--- src/rtl/if_fetch_queue.sv ---
`default_nettype none
// ============================================================================
// Module   : if_fetch_queue
// Brief    : Instruction-fetch stage for the 5-stage MIPS64 pipeline. Owns the
//            fetch PC, issues single-outstanding word fetches to a
//            variable-latency instruction memory, buffers the returned words
//            in a small FIFO and presents the head entry to ID. Redirects
//            flush the queue and discard any in-flight fetch.
// Revision : 1.0 - initial release
// ============================================================================

package if_fetch_queue_pkg;
    typedef struct packed {
        logic [31:0] inst;
        logic [63:0] pc4;
        logic [63:0] pc;
    } IF_regs_t;
endpackage

module if_fetch_queue
    import if_fetch_queue_pkg::*;
#(
    parameter logic [63:0] RESET_PC = 64'h0,
    parameter int          DEPTH    = 2
) (
    input  logic        clock,
    input  logic        reset,
    output logic        imem_req,
    output logic [63:0] imem_addr,
    input  logic        imem_valid,
    input  logic [31:0] imem_rdata,
    input  logic        redirect,
    input  logic [63:0] redirect_pc,
    input  logic        stall,
    output logic        if_valid,
    output IF_regs_t    IF_regs
);

    localparam int                 c_ptr_w = $clog2(DEPTH);
    localparam int                 c_cnt_w = $clog2(DEPTH + 1);
    localparam logic [c_cnt_w:0]   c_depth = (c_cnt_w + 1)'(DEPTH);

    // IDLE: nothing outstanding; BUSY: response will be kept;
    // DROP: response will be thrown away (a redirect overtook it).
    typedef enum logic [1:0] {
        ST_IDLE = 2'd0,
        ST_BUSY = 2'd1,
        ST_DROP = 2'd2
    } state_t;

    state_t               r_state;
    logic [63:0]          r_fetch_pc;
    logic [c_cnt_w-1:0]   r_count;
    logic [c_ptr_w-1:0]   r_rd_ptr;
    logic [c_ptr_w-1:0]   r_wr_ptr;
    logic [31:0]          r_inst_mem [DEPTH];
    logic [63:0]          r_pc_mem   [DEPTH];

    logic                 w_push;
    logic                 w_pop;
    logic [c_cnt_w:0]     w_level;
    logic                 w_space;
    logic [63:0]          w_pc_plus4;
    logic                 w_unused_ok;

    // The low bits of a redirect target are architecturally ignored.
    assign w_unused_ok = ^redirect_pc[1:0];

    assign w_pc_plus4 = r_fetch_pc + 64'd4;
    assign if_valid   = !reset && (r_count != '0);
    assign w_push     = (r_state == ST_BUSY) && imem_valid && !redirect;
    assign w_pop      = if_valid && !stall && !redirect;

    // Occupancy after this cycle; a new fetch only goes out if it will have a slot.
    assign w_level = {1'b0, r_count}
                   + {{c_cnt_w{1'b0}}, w_push}
                   - {{c_cnt_w{1'b0}}, w_pop};
    assign w_space = (w_level < c_depth);

    assign imem_req  = !reset && !redirect && w_space
                     && ((r_state == ST_IDLE) || w_push);
    // On a back-to-back issue the PC register has not yet advanced.
    assign imem_addr = w_push ? w_pc_plus4 : r_fetch_pc;

    // Fetch FSM, fetch PC and queue pointers; reset beats redirect beats push/pop.
    always_ff @(posedge clock) begin
        if (reset) begin
            r_state    <= ST_IDLE;
            r_fetch_pc <= RESET_PC;
            r_count    <= '0;
            r_rd_ptr   <= '0;
            r_wr_ptr   <= '0;
        end else if (redirect) begin
            r_fetch_pc <= {redirect_pc[63:2], 2'b00};
            r_count    <= '0;
            r_rd_ptr   <= '0;
            r_wr_ptr   <= '0;
            // A fetch still in flight must be drained before restarting.
            if ((r_state != ST_IDLE) && !imem_valid) begin
                r_state <= ST_DROP;
            end else begin
                r_state <= ST_IDLE;
            end
        end else begin
            r_count <= w_level[c_cnt_w-1:0];
            if (w_push) begin
                r_fetch_pc <= w_pc_plus4;
                r_wr_ptr   <= r_wr_ptr + c_ptr_w'(1);
            end
            if (w_pop) begin
                r_rd_ptr <= r_rd_ptr + c_ptr_w'(1);
            end
            case (r_state)
                ST_IDLE: if (imem_req)   r_state <= ST_BUSY;
                ST_BUSY: if (w_push)     r_state <= imem_req ? ST_BUSY : ST_IDLE;
                ST_DROP: if (imem_valid) r_state <= ST_IDLE;
                default:                 r_state <= ST_IDLE;
            endcase
        end
    end

    // Queue storage; contents are only meaningful below the count, so no reset.
    always_ff @(posedge clock) begin
        if (w_push && !reset) begin
            r_inst_mem[r_wr_ptr] <= imem_rdata;
            r_pc_mem[r_wr_ptr]   <= r_fetch_pc;
        end
    end

    // Head entry to ID, or an all-zero NOP bubble when nothing is queued.
    always_comb begin
        IF_regs = '0;
        if (if_valid) begin
            IF_regs.inst = r_inst_mem[r_rd_ptr];
            IF_regs.pc   = r_pc_mem[r_rd_ptr];
            IF_regs.pc4  = r_pc_mem[r_rd_ptr] + 64'd4;
        end
    end

endmodule

`default_nettype wire

--- config.mk ---
export PLATFORM = sky130hd
export DESIGN_NAME = if_fetch_queue
export DESIGN_NICKNAME = d
export VERILOG_FILES = /design/src/rtl/if_fetch_queue.sv
export SDC_FILE = /design/constraint.sdc
export NUM_CORES = 1
export LEC_CHECK = 0
export ABC_AREA = 1
export CAP_MARGIN = 30
export CORE_MARGIN = 8
export CORE_UTILIZATION = 45
export CTS_CLUSTER_DIAMETER = 120
export DETAILED_ROUTE_END_ITERATION = 10
export HOLD_SLACK_MARGIN = 0.08
export PLACE_DENSITY_LB_ADDON = 0.15
export SLEW_MARGIN = 20
export SYNTH_ARGS = -nofsm -noshare
export SYNTH_HDL_FRONTEND = slang
export SYNTH_SLANG_ARGS = --single-unit
--- constraint.sdc ---
create_clock -name clock -period 8.9 [get_ports clock]
set_input_delay 0.89 -clock clock [delete_from_list [all_inputs] [get_ports clock]]
set_output_delay 0.89 -clock clock [all_outputs]
set_load 0.01 [all_outputs]
## Word level (Yosys, flattened, before mapping)

Memory sizes are Yosys's and may differ from the RTL's. A register that Yosys moved wholly into a read port is not among the register bits.
Cells that the tools add are included.

- Input port bits: 101
- Logic and storage cells: 56
- Latch bits: 0
- Flip-flop bits (word level): 70
- ROM bits: 0
- Bits in writable memories: 192
- Memories: 2
- Output and inout bits: 226

- Bitwise operators: 0
- Reduce and logical (&&, ||, !) cells: 20
- Add/subtract/negate cells: 6
- Multiply operators: 0
- Mux-type cells: 16
- Div/mod/pow operators: 0
- Equality and inequality tests: 5
- Shifts and indexed selects: 0
- $lt $le $gt $ge: 1

Memories:

| memory | depth | bits a word | rd ports | clocked after Yosys merged registers in | write ports | line | source |
|---|---|---|---|---|---|---|---|
| r_pc_mem | 2 | 64 | 1 | 1 | 1 | 57 | `logic [63:0] r_pc_mem [DEPTH];` |
| r_inst_mem | 2 | 32 | 1 | 1 | 1 | 56 | `logic [31:0] r_inst_mem [DEPTH];` |

Operators by type and width:

| kind | number |
|---|---|
| $mux W160 | 1 |
| $add A64 B3 Y64 const B | 2 |
| $mux W64 | 2 |
| $logic_and A1 B1 Y1 | 10 |
| $mux W2 | 5 |
| $ne A3 B3 Y1 const B | 3 |
| $mux W1 | 7 |
| $pmux W2 S3 | 1 |
| $logic_not A1 Y1 | 4 |
| $reduce_bool A2 Y1 | 2 |
| $add A2 B1 Y3 | 1 |
| $lt A3 B2 Y1 const B | 1 |
| $reduce_and A3 Y1 | 1 |
| $sub A3 B1 Y3 | 1 |
| $add A1 B1 Y1 const B | 2 |
| $eq A2 B1 Y1 const B | 1 |
| $eq A2 B2 Y1 const B | 1 |
| $logic_not A2 Y1 | 1 |
| $reduce_or A2 Y1 | 1 |
| $logic_or A1 B1 Y1 | 1 |

## Logic depth before layout (Yosys ltp)

- Depth in word-level cells: 12
- Depth in mapped cells: 16

## Least setup slack after synthesis

No wires, ideal clock.

- Path kind: input -> register
- Start point: input port reset
- End point: memory r_inst_mem[0][0], enable pin
- Arrival time: 7746 ps
- Setup time: 662 ps
- Stages on the path: 3
- Setup slack: 492 ps
- Data required time: 8238 ps
- Cells stage by stage: clkbuf_1 buf_1 nor3_1

- Longest elaborated chain between the ends: 4

RTL lines:

| element | line | source |
|---|---|---|
| from (decl) | 27 | `input logic reset,` |
| $logic_not A1 Y1 | 124 | `if (w_push && !reset) begin` |
| $logic_and A1 B1 Y1 | 124 |  |
| $mux W1 | 124 |  |
| $mux W1 (not written as such) | 125 | `r_inst_mem[r_wr_ptr] <= imem_rdata;` |
| to (decl) | 56 |  |

Every way passes these cells.

## Final worst setup path

- Start point: input port reset
- End point: output port imem_req

- Longest elaborated chain between the ends: 8
- Elaborated cells between the ends (all ways): 9
- Classes of those cells: 1 x add/sub; 1 x order compare; 7 x reduce/logical

RTL lines:

| element | line | source |
|---|---|---|
| $logic_not A1 Y1 | 70 | `assign if_valid = !reset && (r_count != '0);` |
| $logic_and A1 B1 Y1 | 70 |  |
| $logic_and A1 B1 Y1 (2 in a row) | 72 | `assign w_pop = if_valid && !stall && !redirect;` |
| named net w_pop | 60 | `logic w_pop;` |
| $sub A3 B1 Y3 | 77 | `- {{c_cnt_w{1'b0}}, w_pop};` |
| $lt A3 B2 Y1 | 78 | `assign w_space = (w_level < c_depth);` |
| $logic_and A1 B1 Y1 | 80 | `assign imem_req = !reset && !redirect && w_space` |
| $logic_and A1 B1 Y1 | 81 | `&& ((r_state == ST_IDLE) \|\| w_push);` |
| to (decl) | 28 | `output logic imem_req,` |

The timed path passes the listed nets, and every way through them passes these cells.

==> results by group <==
Drt
  – Residual DRC: 0
  – Via count: 15100
  – Post-DRT Antenna Nets: 0
  – Routed WL: 53700 um
  – First DRT Iteration DRCs: 1190
  – Via/cell ratio: 4.92
  – WL/cell: 17.5 um
  – First-pass DRT Iterations: 5

Layout
  – Share of layout cells above drive strength 1: 5.54%
  – Area Overhead vs Synth: 28.3%
  – Layout Cells excl Fill: 3070
  – Number of nets in the layout: 2701
  – Multi-input gate area: 0.00700 mm^2
  – Fill cells: 3262
  – Ant diodes: 0
  – Register area: 0.00703 mm^2
  – Final Instance Area: 0.0202 mm^2

Power
  – Peak supply drop: 0.149 mV
  – Tot Pwr: 2670 uW
  – Leakage: 0.00893 uW
  – Power per cell area: 132 mW/mm^2

CTS
  – CTS Hold Buffers Added: 0
  – Clock sink count: 257
  – CTS tree: built
  – Clock Latency Late Sink: 0.54 ns
  – Buffer count from post-CTS setup fixing: 0
  – CTS max path bufs: 3
  – Clock transition at the registers of the reported paths: 0.06 ns
  – Post-cts sizing count: 0
  – CTS Buf Count: 26
  – H-tree Lvls: 1
  – CTS root buffer: clkbuf_16

STA
  – Max Fclk: 171 MHz
  – Final WS setup: 3.04 ns
  – Max_slew headroom: 38.1%
  – Endpoints failing setup: 0
  – Worst-Margin Slew: 0.928 ns
  – Period minus WS final: 5.86 ns
  – Tcrit/Tclk final: 65.8%
  – RSZ-0062 raised after global routing: no
  – Final Hold Viols: 0
  – Total negative slack: 0 ns
  – Worst-case clock skew: 0.0287 ns
  – Slew Viols, Final: 0

Setup path
  – Worst Setup End Kind: primary output
  – CP cell instances: clkdlybuf4s50_1 -> buf_4 -> inv_1 -> o21ai_4 -> buf_4 -> nor3_1 -> ha_1 -> inv_1 -> ha_1 -> fa_1 -> xor2_1 -> nand3_1 -> a21oi_1 -> clkdlybuf4s50_1
  – Crit Path Class: in2out
  – Bufs and invs on worst path: 6
  – CP Max Fanout: 46
  – Critical Path AT: 4.97 ns
  – CP startpoint kind: primary input
  – CP delay by family, top: buffers and inverters
  – CP required: 8.01 ns
  – Slowest-stage cell, CP: clkdlybuf4s50_1
  – Crit path largest cell delay: 0.61 ns

Synth
  – Synthesized cell area: 0.0158 mm^2
  – Netlist cell types: 40
  – Yosys top cell by area: edfxtp_1
  – Synth area leaders: edfxtp_1, nand2_1, nor2_1
  – Post-synthesis sequential area ratio: 44.6%
  – Synth Instances: 2298
  – YS warnings: 0
  – Syn Area/Cell: 6.85 um^2
  – Register bit total from synthesis: 257
  – Share of Yosys cell area claimed by the top area cell type: 35.8%

Die
  – Die width: 203 um
  – Area of the core: 0.0345 mm^2
  – Row cnt: 68
  – Initial core utilization: 45.6%
  – Die Y-Extent: 203 um
  – # IOs: 327
  – Die ar.: 0.0412 mm^2

Job
  – Max_cap viols: 0

Placed design
  – Setup WS pre-CTS: 3.04 ns
  – # port buffers: 318
  – # placed instances: 3020
  – GPL Wtd Cong: 0.952
  – DP HPWL: 42400 um
  – Area after DPL: 0.0193 mm^2

Run status
  – Status: finished clean

Global route
  – GRT overflow: 0
  – Gr usage total: 25.3%
  – First-pass GRT wire length: 82500 um
  – Number of global-route vias before repair: 14500
  – Initial antenna violation count: 0
  – Pin count of the biggest net entering global routing: 101

Hold path
  – Worst hold path class: reg2reg
[synthesized netlist by cell type]
cell type / instances
nand2_1: 783
nor2_1: 409
inv_1: 358
edfxtp_1: 188
nand3_1: 105
o21ai_0: 94
dfxtp_1: 69
nor2_2: 36
nand2_2: 30
clkbuf_1: 27
nand4_1: 27
a21oi_1: 26
xor2_1: 19
buf_2: 14
nor3_1: 14
buf_6: 13
o21ai_1: 13
xnor2_1: 13
buf_4: 8
buf_1: 6
nand3b_1: 6
and2_1: 5
inv_2: 5
nor2_4: 5
ha_1: 4
nand3_2: 4
nor3b_1: 2
o21a_1: 2
o21bai_1: 2
a211oi_1: 1
a31oi_1: 1
conb_1: 1
fa_1: 1
inv_4: 1
nor3_4: 1
nor4_1: 1
o21ai_2: 1
o22ai_1: 1
o311ai_0: 1
or2_2: 1
[path summary, 6_finish.rpt]
kind               from         end  slack, ns  cells past startpoint
max               reset    imem_req       3.04                     14
min reg2reg    r_rd_ptr    r_rd_ptr       0.50                      1
max reg2reg  r_count[1]  r_state[0]       6.07                     12
min            r_rd_ptr    r_rd_ptr       0.50                      1
[metal layers]
layer  global-route usage (%)  vias to the layer above  share of wire [%]
met1                     35.1                     6863                 46
met5                        0                        -                  0
li1                         -                     7666                  -
met3                     3.92                       61                6.9
met2                     40.8                      522                 44
met4                     6.48                        0                2.4
[power by group]
group | internal, uW | switching, uW
logic | 104 | 103
registers | 1310 | 43.4
clock network | 654 | 453
total | 2070 | 599
[cell families after synthesis]
group / share of synthesized area (%)
buffers and inverters: 11.2
flip-flops: 44.6
adder cells (fa/ha/maj): 0.445
other: 0.0238
AND/OR/NAND/NOR: 37.3
AO/OA/AOI/OAI: 4.65
XOR/XNOR: 1.78
[layout by cell type, fill, tap and decap left out, drive strengths merged, types with 6 or more instances in the layout]
master         count
conb               6
xor2              19
dfxtp             69
nand3            109
clkinv             7
edfxtp           188
nand4             27
nand3b             6
xnor2             13
nor2             450
buf               14
clkbuf            39
nand2            813
a21oi             26
inv              364
o21ai            108
nor3              15
clkdlybuf4s50    318
[metrics by stage]
step / util (%) / hold WS (ns)
after floorplan: - / 0.439
after global placement: 55.7 / 0.474
after detailed placement: 55.7 / 0.487
after CTS: 58.3 / 0.502
after global routing: 58.5 / 0.542
final: 58.5 / 0.499
[layout make-up]
| cell class | instances | share of cell area [%] |
|---|---|---|
| sequential | 257 | 34.8 |
| inverter | 364 | 6.77 |
| timing repair buffer | 332 | 16.6 |
| clock inverter | 9 | 0.446 |
| multi-input combinational | 1614 | 34.6 |
| tap | 455 | 2.82 |
| clock buffer | 39 | 3.97 |
[sequential cells by signal, indices dropped and copies added (netlist names), named ones only]
signal,flops
r_pc_mem,124
r_inst_mem,64
r_fetch_pc,62
r_count,2
r_state,2
r_rd_ptr,1
r_wr_ptr,1
Power figures use the tool's default switching activity.
